$ cat src/rtl/regfile_dump_reader_pkg.sv
// Shared definitions for the register-file dump reader: FSM encoding and
// address-width helper.
package regfile_dump_reader_pkg;

    typedef enum logic [1:0] {
        StIdle = 2'd0,
        StRead = 2'd1,
        StSend = 2'd2,
        StFin  = 2'd3
    } dump_state_e;

    // Never returns 0 so a single-entry file still gets a 1-bit address.
    function automatic int unsigned addr_width(input int unsigned depth);
        return (depth > 1) ? $clog2(depth) : 1;
    endfunction

endpackage

$ cat src/rtl/regfile_dump_reader_out_reg.sv
// SEND holding register: captures one word and keeps it stable until the
// downstream handshake or an abort retires it.
module regfile_dump_reader_out_reg #(
    parameter int unsigned WIDTH = 32,
    parameter int unsigned AW    = 5
) (
    input  logic             i_clk,
    input  logic             i_reset,
    input  logic             i_capture,
    input  logic             i_flush,
    input  logic [WIDTH-1:0] i_data,
    input  logic [AW-1:0]    i_addr,
    input  logic             i_last,
    input  logic             i_ready,
    output logic             o_valid,
    output logic [WIDTH-1:0] o_data,
    output logic [AW-1:0]    o_addr,
    output logic             o_last
);

    logic             r_valid;
    logic [WIDTH-1:0] r_data;
    logic [AW-1:0]    r_addr;
    logic             r_last;
    logic             w_valid_next;

    always_comb begin
        w_valid_next = r_valid;
        if (i_flush) begin
            w_valid_next = 1'b0;
        end else if (i_capture) begin
            w_valid_next = 1'b1;
        end else if (r_valid && i_ready) begin
            w_valid_next = 1'b0;
        end
    end

    // Payload only loads on capture, so it cannot move while stalled in SEND.
    always_ff @(posedge i_clk) begin
        if (i_reset) begin
            r_valid <= 1'b0;
            r_data  <= '0;
            r_addr  <= '0;
            r_last  <= 1'b0;
        end else begin
            r_valid <= w_valid_next;
            if (i_capture) begin
                r_data <= i_data;
                r_addr <= i_addr;
                r_last <= i_last;
            end
        end
    end

    assign o_valid = r_valid;
    assign o_data  = r_data;
    assign o_addr  = r_addr;
    assign o_last  = r_last;

endmodule

$ cat src/rtl/regfile_dump_reader.sv
// Sequential debug reader: walks a register-file address range on a spare
// asynchronous read port and streams each word over valid/ready.
module regfile_dump_reader
    import regfile_dump_reader_pkg::*;
#(
    parameter int unsigned WIDTH = 32,
    parameter int unsigned DEPTH = 32,
    localparam int unsigned AW   = addr_width(DEPTH)
) (
    input  logic             i_clk,
    input  logic             i_reset,
    input  logic             i_start,
    input  logic [AW-1:0]    i_first_addr,
    input  logic [AW-1:0]    i_last_addr,
    input  logic             i_abort,
    output logic [AW-1:0]    o_rf_read_addr,
    input  logic [WIDTH-1:0] i_rf_read_data,
    output logic             o_out_valid,
    input  logic             i_out_ready,
    output logic [WIDTH-1:0] o_out_data,
    output logic [AW-1:0]    o_out_addr,
    output logic             o_out_last,
    output logic             o_busy,
    output logic             o_done
);

    localparam logic [AW-1:0] LastIdx = AW'(DEPTH - 1);

    dump_state_e   r_state;
    dump_state_e   w_state_next;
    logic [AW-1:0] r_ptr;
    logic [AW-1:0] w_ptr_next;
    logic [AW-1:0] r_end_ptr;
    logic [AW-1:0] w_end_ptr_next;
    logic [AW-1:0] w_ptr_inc;
    logic          w_capture;
    logic          w_is_last;

    // Explicit wrap so non-power-of-two depths never index past DEPTH-1.
    assign w_ptr_inc = (r_ptr == LastIdx) ? '0 : r_ptr + AW'(1);
    assign w_is_last = (r_ptr == r_end_ptr);

    always_comb begin
        w_state_next   = r_state;
        w_ptr_next     = r_ptr;
        w_end_ptr_next = r_end_ptr;
        w_capture      = 1'b0;
        unique case (r_state)
            StIdle: begin
                if (i_start && !i_abort) begin
                    w_state_next   = StRead;
                    w_ptr_next     = i_first_addr;
                    w_end_ptr_next = i_last_addr;
                end
            end
            StRead: begin
                if (i_abort) begin
                    w_state_next = StIdle;
                end else begin
                    w_capture    = 1'b1;
                    w_state_next = StSend;
                end
            end
            StSend: begin
                // Abort beats a same-cycle handshake; that word is dropped.
                if (i_abort) begin
                    w_state_next = StIdle;
                end else if (i_out_ready) begin
                    if (o_out_last) begin
                        w_state_next = StFin;
                    end else begin
                        w_ptr_next   = w_ptr_inc;
                        w_state_next = StRead;
                    end
                end
            end
            StFin: begin
                w_state_next = StIdle;
            end
            default: begin
                w_state_next = StIdle;
            end
        endcase
    end

    always_ff @(posedge i_clk) begin
        if (i_reset) begin
            r_state   <= StIdle;
            r_ptr     <= '0;
            r_end_ptr <= '0;
        end else begin
            r_state   <= w_state_next;
            r_ptr     <= w_ptr_next;
            r_end_ptr <= w_end_ptr_next;
        end
    end

    regfile_dump_reader_out_reg #(
        .WIDTH (WIDTH),
        .AW    (AW)
    ) u_out_reg (
        .i_clk     (i_clk),
        .i_reset   (i_reset),
        .i_capture (w_capture),
        .i_flush   (i_abort),
        .i_data    (i_rf_read_data),
        .i_addr    (r_ptr),
        .i_last    (w_is_last),
        .i_ready   (i_out_ready),
        .o_valid   (o_out_valid),
        .o_data    (o_out_data),
        .o_addr    (o_out_addr),
        .o_last    (o_out_last)
    );

    assign o_rf_read_addr = r_ptr;
    assign o_busy         = (r_state != StIdle);
    // An abort landing in FIN suppresses the completion pulse.
    assign o_done         = (r_state == StFin) && !i_abort;

endmodule

$ cat config.mk
export PLATFORM = sky130hd
export DESIGN_NAME = regfile_dump_reader
export DESIGN_NICKNAME = d
export VERILOG_FILES = /design/src/rtl/regfile_dump_reader_pkg.sv /design/src/rtl/regfile_dump_reader_out_reg.sv /design/src/rtl/regfile_dump_reader.sv
export SDC_FILE = /design/constraint.sdc
export NUM_CORES = 1
export LEC_CHECK = 0
export ABC_AREA = 1
export CORE_MARGIN = 1.5
export CORE_UTILIZATION = 41
export DETAILED_ROUTE_END_ITERATION = 10
export PLACE_DENSITY = 0.79
export SKIP_CTS_REPAIR_TIMING = 1
export SYNTH_ARGS = -nofsm -noshare
export SYNTH_HDL_FRONTEND = slang
export SYNTH_SLANG_ARGS = --single-unit
$ cat constraint.sdc
create_clock -name i_clk -period 1.4 [get_ports i_clk]
set_input_delay 0.35 -clock i_clk [delete_from_list [all_inputs] [get_ports i_clk]]
set_output_delay 0.35 -clock i_clk [all_outputs]
set_load 0.1 [all_outputs]
; ---- Yosys cells after proc, flatten, opt, wreduce, memory -nomap -nowiden
; Index checks and enable logic that the tools add are counted.
[totals]
in_bits = 47
ff_bits = 51
out_inout_bits = 46
word_cells = 46
[classes]
addsub = 1
n_eq_ne = 10
muxes = 16
n_reduce_logical = 12
[op_table]
columns = operator, n
row1 = 5-bit two-way mux, 5
row2 = 2-bit two-way mux, 5
row3 = 5-bit case mux with 2 select lines, 1
row4 = 2-bit != test (second input constant), 4
row5 = 2-bit case mux with 4 select lines, 1
row6 = 2-bit nonzero test, 3
row7 = 5-bit by 1-bit adder with 5-bit output (second input constant), 1
row8 = 5-bit equality test, 1
row9 = 5-bit equality test (second input constant), 1
row10 = 5-bit AND reduction, 1
row11 = 2-bit equality test (second input constant), 2
row12 = 1-bit two-way mux, 4
row13 = 2-bit AND reduction, 2
row14 = 1-bit logical AND, 3
row15 = 3-bit != test (second input constant), 1
row16 = 2-bit by 1-bit equality test with 1-bit output (second input constant), 1
row17 = 2-bit logical NOT, 1
row18 = 2-bit OR reduction, 1
row19 = 1-bit logical NOT, 1

; ---- Longest topological paths before layout
; Gate-level depths: netlist (run 1).
[depth]
word_depth = 6
mapped_depth = 11
depth_no_buf = 11

; ---- Cells and area by module
; From an unflattened synthesis (run 1), not the netlist that was laid out.
[hier_totals]
hier_cells = 282
area_unflattened_um2 = 2092.0
[modules_own_cells]
columns = mod, n_inst, area_per_inst_um2, cells_per_inst, seq_area_each_um2
row1 = regfile_dump_reader_out_reg, 1, 1373.8, 172, 780.7
row2 = regfile_dump_reader, 1, 718.2, 110, 240.2

; ---- Worst setup path before layout (run 1)
; Ideal clock, no wire load.
[synth_path]
path_type = flip-flop to output port
from = reg r_state[1]
to = out o_done
path_stages_with_launch = 3
slack_ns = -1.490
t_arrival_ns = 2.540
required_time_ns = 1.050
n_path_buf = 0
path_cell_list = dfxtp_1 -> inv_1 -> nor3_1
[synth_between]
elab_chain_len = 2
[synth_lines]
columns = element, line
row1 = from (decl), regfile_dump_reader.sv:29  ; dump_state_e r_state;
row2 = from (signal assigned), regfile_dump_reader.sv:88  ; r_state <= StIdle;
row3 = from (signal assigned), regfile_dump_reader.sv:92  ; r_state <= w_state_next;
row4 = 2-bit equality test, regfile_dump_reader.sv:119  ; assign o_done = (r_state == StFin) && !i_abort;
row5 = 1-bit logical AND, regfile_dump_reader.sv:119
row6 = to (decl), regfile_dump_reader.sv:24  ; output logic o_done
; Every way passes these cells.

; ---- Worst setup path in the final report (run 1)
; Ends and elaborated chain as after synthesis.

==> results.yml, run 1 <==
outcome:
  status: "finished with violations"
  violations: "negative setup slack"
setup_path:
  cp_num_buf_inv: 2
  worst_ep_required_time_ps: 1050
  timing.rr.end: "o_rf_read_addr[0]"
  start_kind: "flop"
  cp_cell_sequence: "inv_4, nor3_4, buf_12"
  startpoint: "r_state[1]"
  endpoint_kind: "primary output"
  rrSetupSlack_ps: 60
  worstPathMaxFanout: 3
  reg2reg_depth: 11
  critical_path_arrival_ps: 1120
  cp_slowest_cell: "dfxtp_4"
  path_delay_family: "flip-flops"
  cpPeakStageDelay_ps: 380
  crit-reg2reg-launch: "o_rf_read_addr[0]"
  worstSetupPathType: "reg -> out"
timing:
  tightest_slew_ps: 356
  setup_viol: 2
  timing.final.crit_share_pct: 105
  min_period_ps: 1470
  grt_setup_unrepaired: "true"
  slew_headroom_pct: 76.2
  slew_violations: 0
  timing.fmax_mhz: 680
  setup_ws_ps: -70.4
  finClkSkew_ps: 11.6
  finalHoldViolCount: 0
finish:
  regArea_um2: 1040
  area.growth.synth_to_final_pct: 84.6
  drive_gt1_share_pct: 24.2
  multiInputGateArea_um2: 922
  nets: 432
  antennaDiodeCount: 0
  fillers: 318
detailed_routing:
  post-route-drc-count: 0
  vias: 2153
  wl_per_cell_um: 13.0
  ant_nets: 0
  first_iter_violations: 157
  routed_wl_mm: 5.85
  vias_per_cell: 4.77
  firstDrtPassIters: 4
clock_network:
  clk_pin_slew_ps: 90
  cts-htree-levels: 2
  max-clock-path-buffers: 2
  cts_tree: "yes"
  root_buffer: "clkbuf_8"
  cts_sinks: 51
  clk_latency_ps: 300
  cts_buffers: 5
global_routing:
  grtUsageTotal_pct: 22.3
  grt_antenna_before_repair: 0
  grt_max_degree: 33
  grt_pass1_vias: 2072
  grt_overflow_total: 0
  grt_pass1_wl_mm: 9.29
synth:
  syn_inst: 280
  avgSynthCellArea_um2: 7.27
  syn_nets: 329
  synth_adder_area_share_pct: 1.23
  synthMuxAreaShare_pct: 0
  synth_compound_area_share_pct: 15.6
  ys_warn_count: 0
  synth_xor_area_share_pct: 0.860
  seq_area_frac_synth_pct: 50.2
  yosys.area_share.simple_pct: 25.7
  synth_top_family_by_area: "simple AND/OR/NAND/NOR gates"
  netlist_area_um2: 2040
  synth_seq_cells: 51
  synth_cell_types: 22
hold_path:
  hp-class: "reg -> reg"
  worstHoldStart: "r_end_ptr[1]"
  min_to: "r_end_ptr[1]"
  worstHoldPathCells: 2
place:
  port_buffers: 92
  gp_congestion: 0.879
  dp_slack_ps: -417
  dpl.hpwl_mm: 4.36
floorplan:
  coreArea_um2: 4750
  die_height_um: 73.5
  die_x_um: 73.5
  die-area_um2: 5400
  rows: 25
  start_util_pct: 42.8
  pin_count: 93
power:
  p_sw_share_pct: 35.0
  switching_power_uw: 1270
  power.share.sequential_pct: 44.6
  p_total_uw: 3610
  p_per_area_nw_per_um2: 962
  ir_drop_uv: 682
  internal-power_uw: 2350
  power_frac_comb_pct: 32.7
  p_leak_uw: 0.00164
  p_clk_share_pct: 22.7
job:
  cap_viol_max_count: 0
power by group through the flow:
stage	sequential, uW	clock (uW)	combinational [uW]
after global placement	1640	0	1170
after detailed placement	1640	0	1180
final	1610	819	1180
after global routing	1620	894	1240
after floorplan	2090	0	199
after CTS	1610	837	1190
cell families after synthesis:
| family | count (synthesis) |
|---|---|
| and+or+nand+nor | 132 |
| AOI/OAI and AO/OA | 61 |
| DFF | 51 |
| buffers and inverters | 32 |
| xor gates and xnor gates | 2 |
| adders and majority gates | 2 |
final cells by class:
cell class	count	share of cell area, %
tap	67	2.23
clock buffer	6	1.93
sequential	51	27.8
timing repair buffer	109	41.2
clock inverter	2	0.333
inverter	19	1.96
multi-input combinational	197	24.5
worst reg2reg max path: cells and delay by family (launching register included):
kind / cells / cell delay, ps
AOI/OAI and AO/OA: 1 / 120
adders and majority gates: 2 / 330
buffers and inverters: 2 / 110
DFF: 1 / 360
and+or+nand+nor: 6 / 350
metrics by stage:
| stage | utilization, % | hold slack, ps | area, um2 | std cells | setup TNS, ps |
|---|---|---|---|---|---|
| 2_1_floorplan | - | 423 | 2090 | 280 | -347 |
| 3_3_place_gp | 76.6 | 454 | 3640 | 441 | -15560 |
| 3_5_place_dp | 76.6 | 462 | 3640 | 441 | -18310 |
| 4_1_cts | 78.4 | 476 | 3730 | 449 | -2930 |
| 5_1_grt | 79.0 | 505 | 3760 | 451 | -220 |
| 6_report | 79.0 | 476 | 3760 | 451 | -99.6 |
synthesized netlist by cell type:
cell type | count | share of area, %
nor2_1 | 90 | 17
dfxtp_1 | 51 | 50
o21ai_0 | 45 | 11
nand2_1 | 33 | 6.1
inv_1 | 17 | 3.1
a21oi_1 | 9 | 2.2
buf_2 | 7 | 1.7
clkbuf_1 | 4 | 0.74
nand3_1 | 3 | 0.74
o21bai_1 | 3 | 1.1
clkbuf_2 | 2 | 0.49
ha_1 | 2 | 1.2
inv_2 | 2 | 0.37
nand2_2 | 2 | 0.61
o21ai_1 | 2 | 0.49
xnor2_1 | 2 | 0.86
a211oi_1 | 1 | 0.37
nand4_1 | 1 | 0.31
nor2_2 | 1 | 0.31
nor3_1 | 1 | 0.25
nor3_4 | 1 | 0.80
o211ai_1 | 1 | 0.37
sequential cells by signal, summed over array words and instances (netlist names):
| register | cells |
|---|---|
| u_out_reg.o_data | 32 |
| o_rf_read_addr | 5 |
| r_end_ptr | 5 |
| u_out_reg.o_addr | 5 |
| r_state | 2 |
| u_out_reg.o_last | 1 |
| u_out_reg.o_valid | 1 |
layout by cell type, fill, tap and decap left out, drive strengths merged:
cell	netlist	routed
a211oi	1	1
dfxtp	51	51
o21ai	47	47
inv	19	19
clkinv	0	1
nand4	1	1
nand3	3	3
o21bai	3	3
xnor2	2	2
clkdlybuf4s50	0	45
a21oi	9	9
nor3	2	2
clkinvlp	0	1
nand2	35	35
dlymetal6s2s	0	1
clkbuf	6	6
o211ai	1	1
buf	7	63
ha	2	2
nor2	91	91
metal layers:
layer,GRT usage (%),vias up,wire length [um]
met5,0,-,0
met4,5.76,0,55
met3,7.54,5,440
met2,37.3,71,2860
met1,27.3,989,2500
li1,-,1088,-
worst max path at each step:
stage / to / slack (ps) / cells after the start
2_1_floorplan: o_done / -150 / 2
3_3_place_gp: r_end_ptr[1] / -330 / 6
3_5_place_dp: r_end_ptr[0] / -420 / 6
4_1_cts: o_done / -350 / 3
5_1_grt: o_done / -110 / 3
6_report: o_done / -70 / 3
Note: power is estimated with default switching activity, not from simulation.
==> inputs of run 2 (changes only) <==
Settings changed: CAP_MARGIN set to 25, REMOVE_ABC_BUFFERS set to 1.
==> run 2 against run 1 <==
  * The flow still finishes with violations (negative setup slack)
  * Register-to-register slack barely moved
  * Die area did not move
  * Global-route usage rose by 3.1 points
  * Design area rose by 0.87%
  * Sequential share of layout area fell by 0.54 points
  * Worst hold slack improved by 5.7 ps
  * Clock-buffer cell count did not move
  * Total power rose by 1.6%
  * Critical path type unchanged
  * Largest cell class unchanged
  * Highest routed layer unchanged
==> results.yml, run 2 (synthesis gave the netlist of run 1 again) <==
job:
  cap_viol_max_count: 0
timing:
  setup_ws_ps: -127
  slew_violations: 0
  timing.final.crit_share_pct: 109
  finClkSkew_ps: 4.27
  grt_setup_unrepaired: "true"
  finalHoldViolCount: 0
  tightest_slew_ps: 280
  setup_viol: 2
  timing.fmax_mhz: 655
  slew_headroom_pct: 81.3
  min_period_ps: 1530
setup_path:
  critical_path_arrival_ps: 1180
  start_kind: "flop"
  worstSetupPathType: "reg -> out"
  worstPathMaxFanout: 3
  worst_ep_required_time_ps: 1050
  endpoint_kind: "primary output"
place:
  port_buffers: 92
  dpl.hpwl_mm: 4.85
  gp_congestion: 0.955
global_routing:
  grt_antenna_before_repair: 0
  grt_pass1_vias: 2274
  grt_pass1_wl_mm: 10.5
  grt_overflow_total: 0
  grt_max_degree: 41
  grtUsageTotal_pct: 25.4
finish:
  nets: 436
  fin_util_pct: 79.7
  regArea_um2: 1030
  antennaDiodeCount: 0
  layout_commonest_cell: "nor2_1"
  final_cell_mix: "88 x nor2_1, 48 x buf_12, 46 x dfxtp_1"
  multiInputGateArea_um2: 937
  largest_register_ff_count: 32
  drive_gt1_share_pct: 24.7
  area.growth.synth_to_final_pct: 86.2
  fillers: 323
detailed_routing:
  wl_per_cell_um: 14.6
  vias_per_cell: 4.93
  post-route-drc-count: 0
  routed_wl_mm: 6.66
  vias: 2242
  ant_nets: 0
  first_iter_violations: 135
  firstDrtPassIters: 4
clock_network:
  max-clock-path-buffers: 2
  clk_latency_ps: 300
  clk_pin_slew_ps: 90
  cts_sinks: 51
  cts_buffers: 5
  root_buffer: "clkbuf_8"
  cts-htree-levels: 2
  cts_tree: "yes"
floorplan:
  start_util_pct: 42.8
  die_height_um: 73.5
  pin_count: 93
  rows: 25
  die-area_um2: 5400
  die_x_um: 73.5
  coreArea_um2: 4750
power:
  switching_power_uw: 1310
  p_clk_share_pct: 22.8
  p_leak_uw: 0.00166
  power.share.sequential_pct: 43.9
  ir_drop_uv: 799
  p_total_uw: 3670
  internal-power_uw: 2370
  power_frac_comb_pct: 33.3
  p_sw_share_pct: 35.6
  p_per_area_nw_per_um2: 969
hold_path:
  hp-class: "reg -> reg"
outcome:
  status: "finished with violations"
  violations: "negative setup slack"
[run 2: worst paths after layout]
| path | startpoint | endpoint | slack (ps) | cells past startpoint |
|---|---|---|---|---|
| worst max register to register | o_rf_read_addr[1] | o_rf_read_addr[0] | 50 | 11 |
| worst min register to register | r_end_ptr[3] | r_end_ptr[3] | 480 | 2 |
| worst min-delay path | r_end_ptr[3] | r_end_ptr[3] | 480 | 2 |
| worst max-delay path | r_state[0] | o_done | -130 | 4 |
[run 2: routing by layer]
layer | vias to the layer above | global-route usage (%) | routed length (um)
met5 | - | 0 | 0
met4 | 0 | 8.44 | 110
met3 | 10 | 9.60 | 590
met2 | 91 | 45.6 | 3410
met1 | 1043 | 27.0 | 2550
li1 | 1098 | - | -
[run 2: power by group through the flow]
| stage | Clock, uW | Combinational (uW) | Sequential, uW |
|---|---|---|---|
| 6_report | 838 | 1220 | 1610 |
| 5_1_grt | 897 | 1280 | 1620 |
| 4_1_cts | 851 | 1210 | 1610 |
| 3_5_place_dp | 0 | 1200 | 1640 |
| 3_3_place_gp | 0 | 1180 | 1630 |
| 2_1_floorplan | 0 | 184 | 2090 |
[run 2: worst max-delay path, stage by stage (launching register included)]
cell     delay (ps)
dfxtp_4         380
inv_4            40
nor3_2          150
buf_4           140
buf_12          160
[run 2: cell type report]
class | instances | share of cell area, %
Sequential cell | 51 | 27.2
Timing Repair Buffer | 113 | 41.6
Tap cell | 67 | 2.21
Clock inverter | 2 | 0.330
Clock buffer | 6 | 1.91
Multi-Input combinational cell | 197 | 24.7
Inverter | 19 | 1.95
[run 2: through the flow]
stage               instance area, um2  worst slack, ps  cells  hold WS [ps]  TNS (ps)
detailed placement                3620             -389    446           466    -14940
CTS                               3700             -324    454           479      -924
global route                      3790             -175    455           494      -321
floorplan                         1980            -1490    267           423    -18410
global placement                  3620             -325    446           452    -13050
finish                            3790             -127    455           482      -181
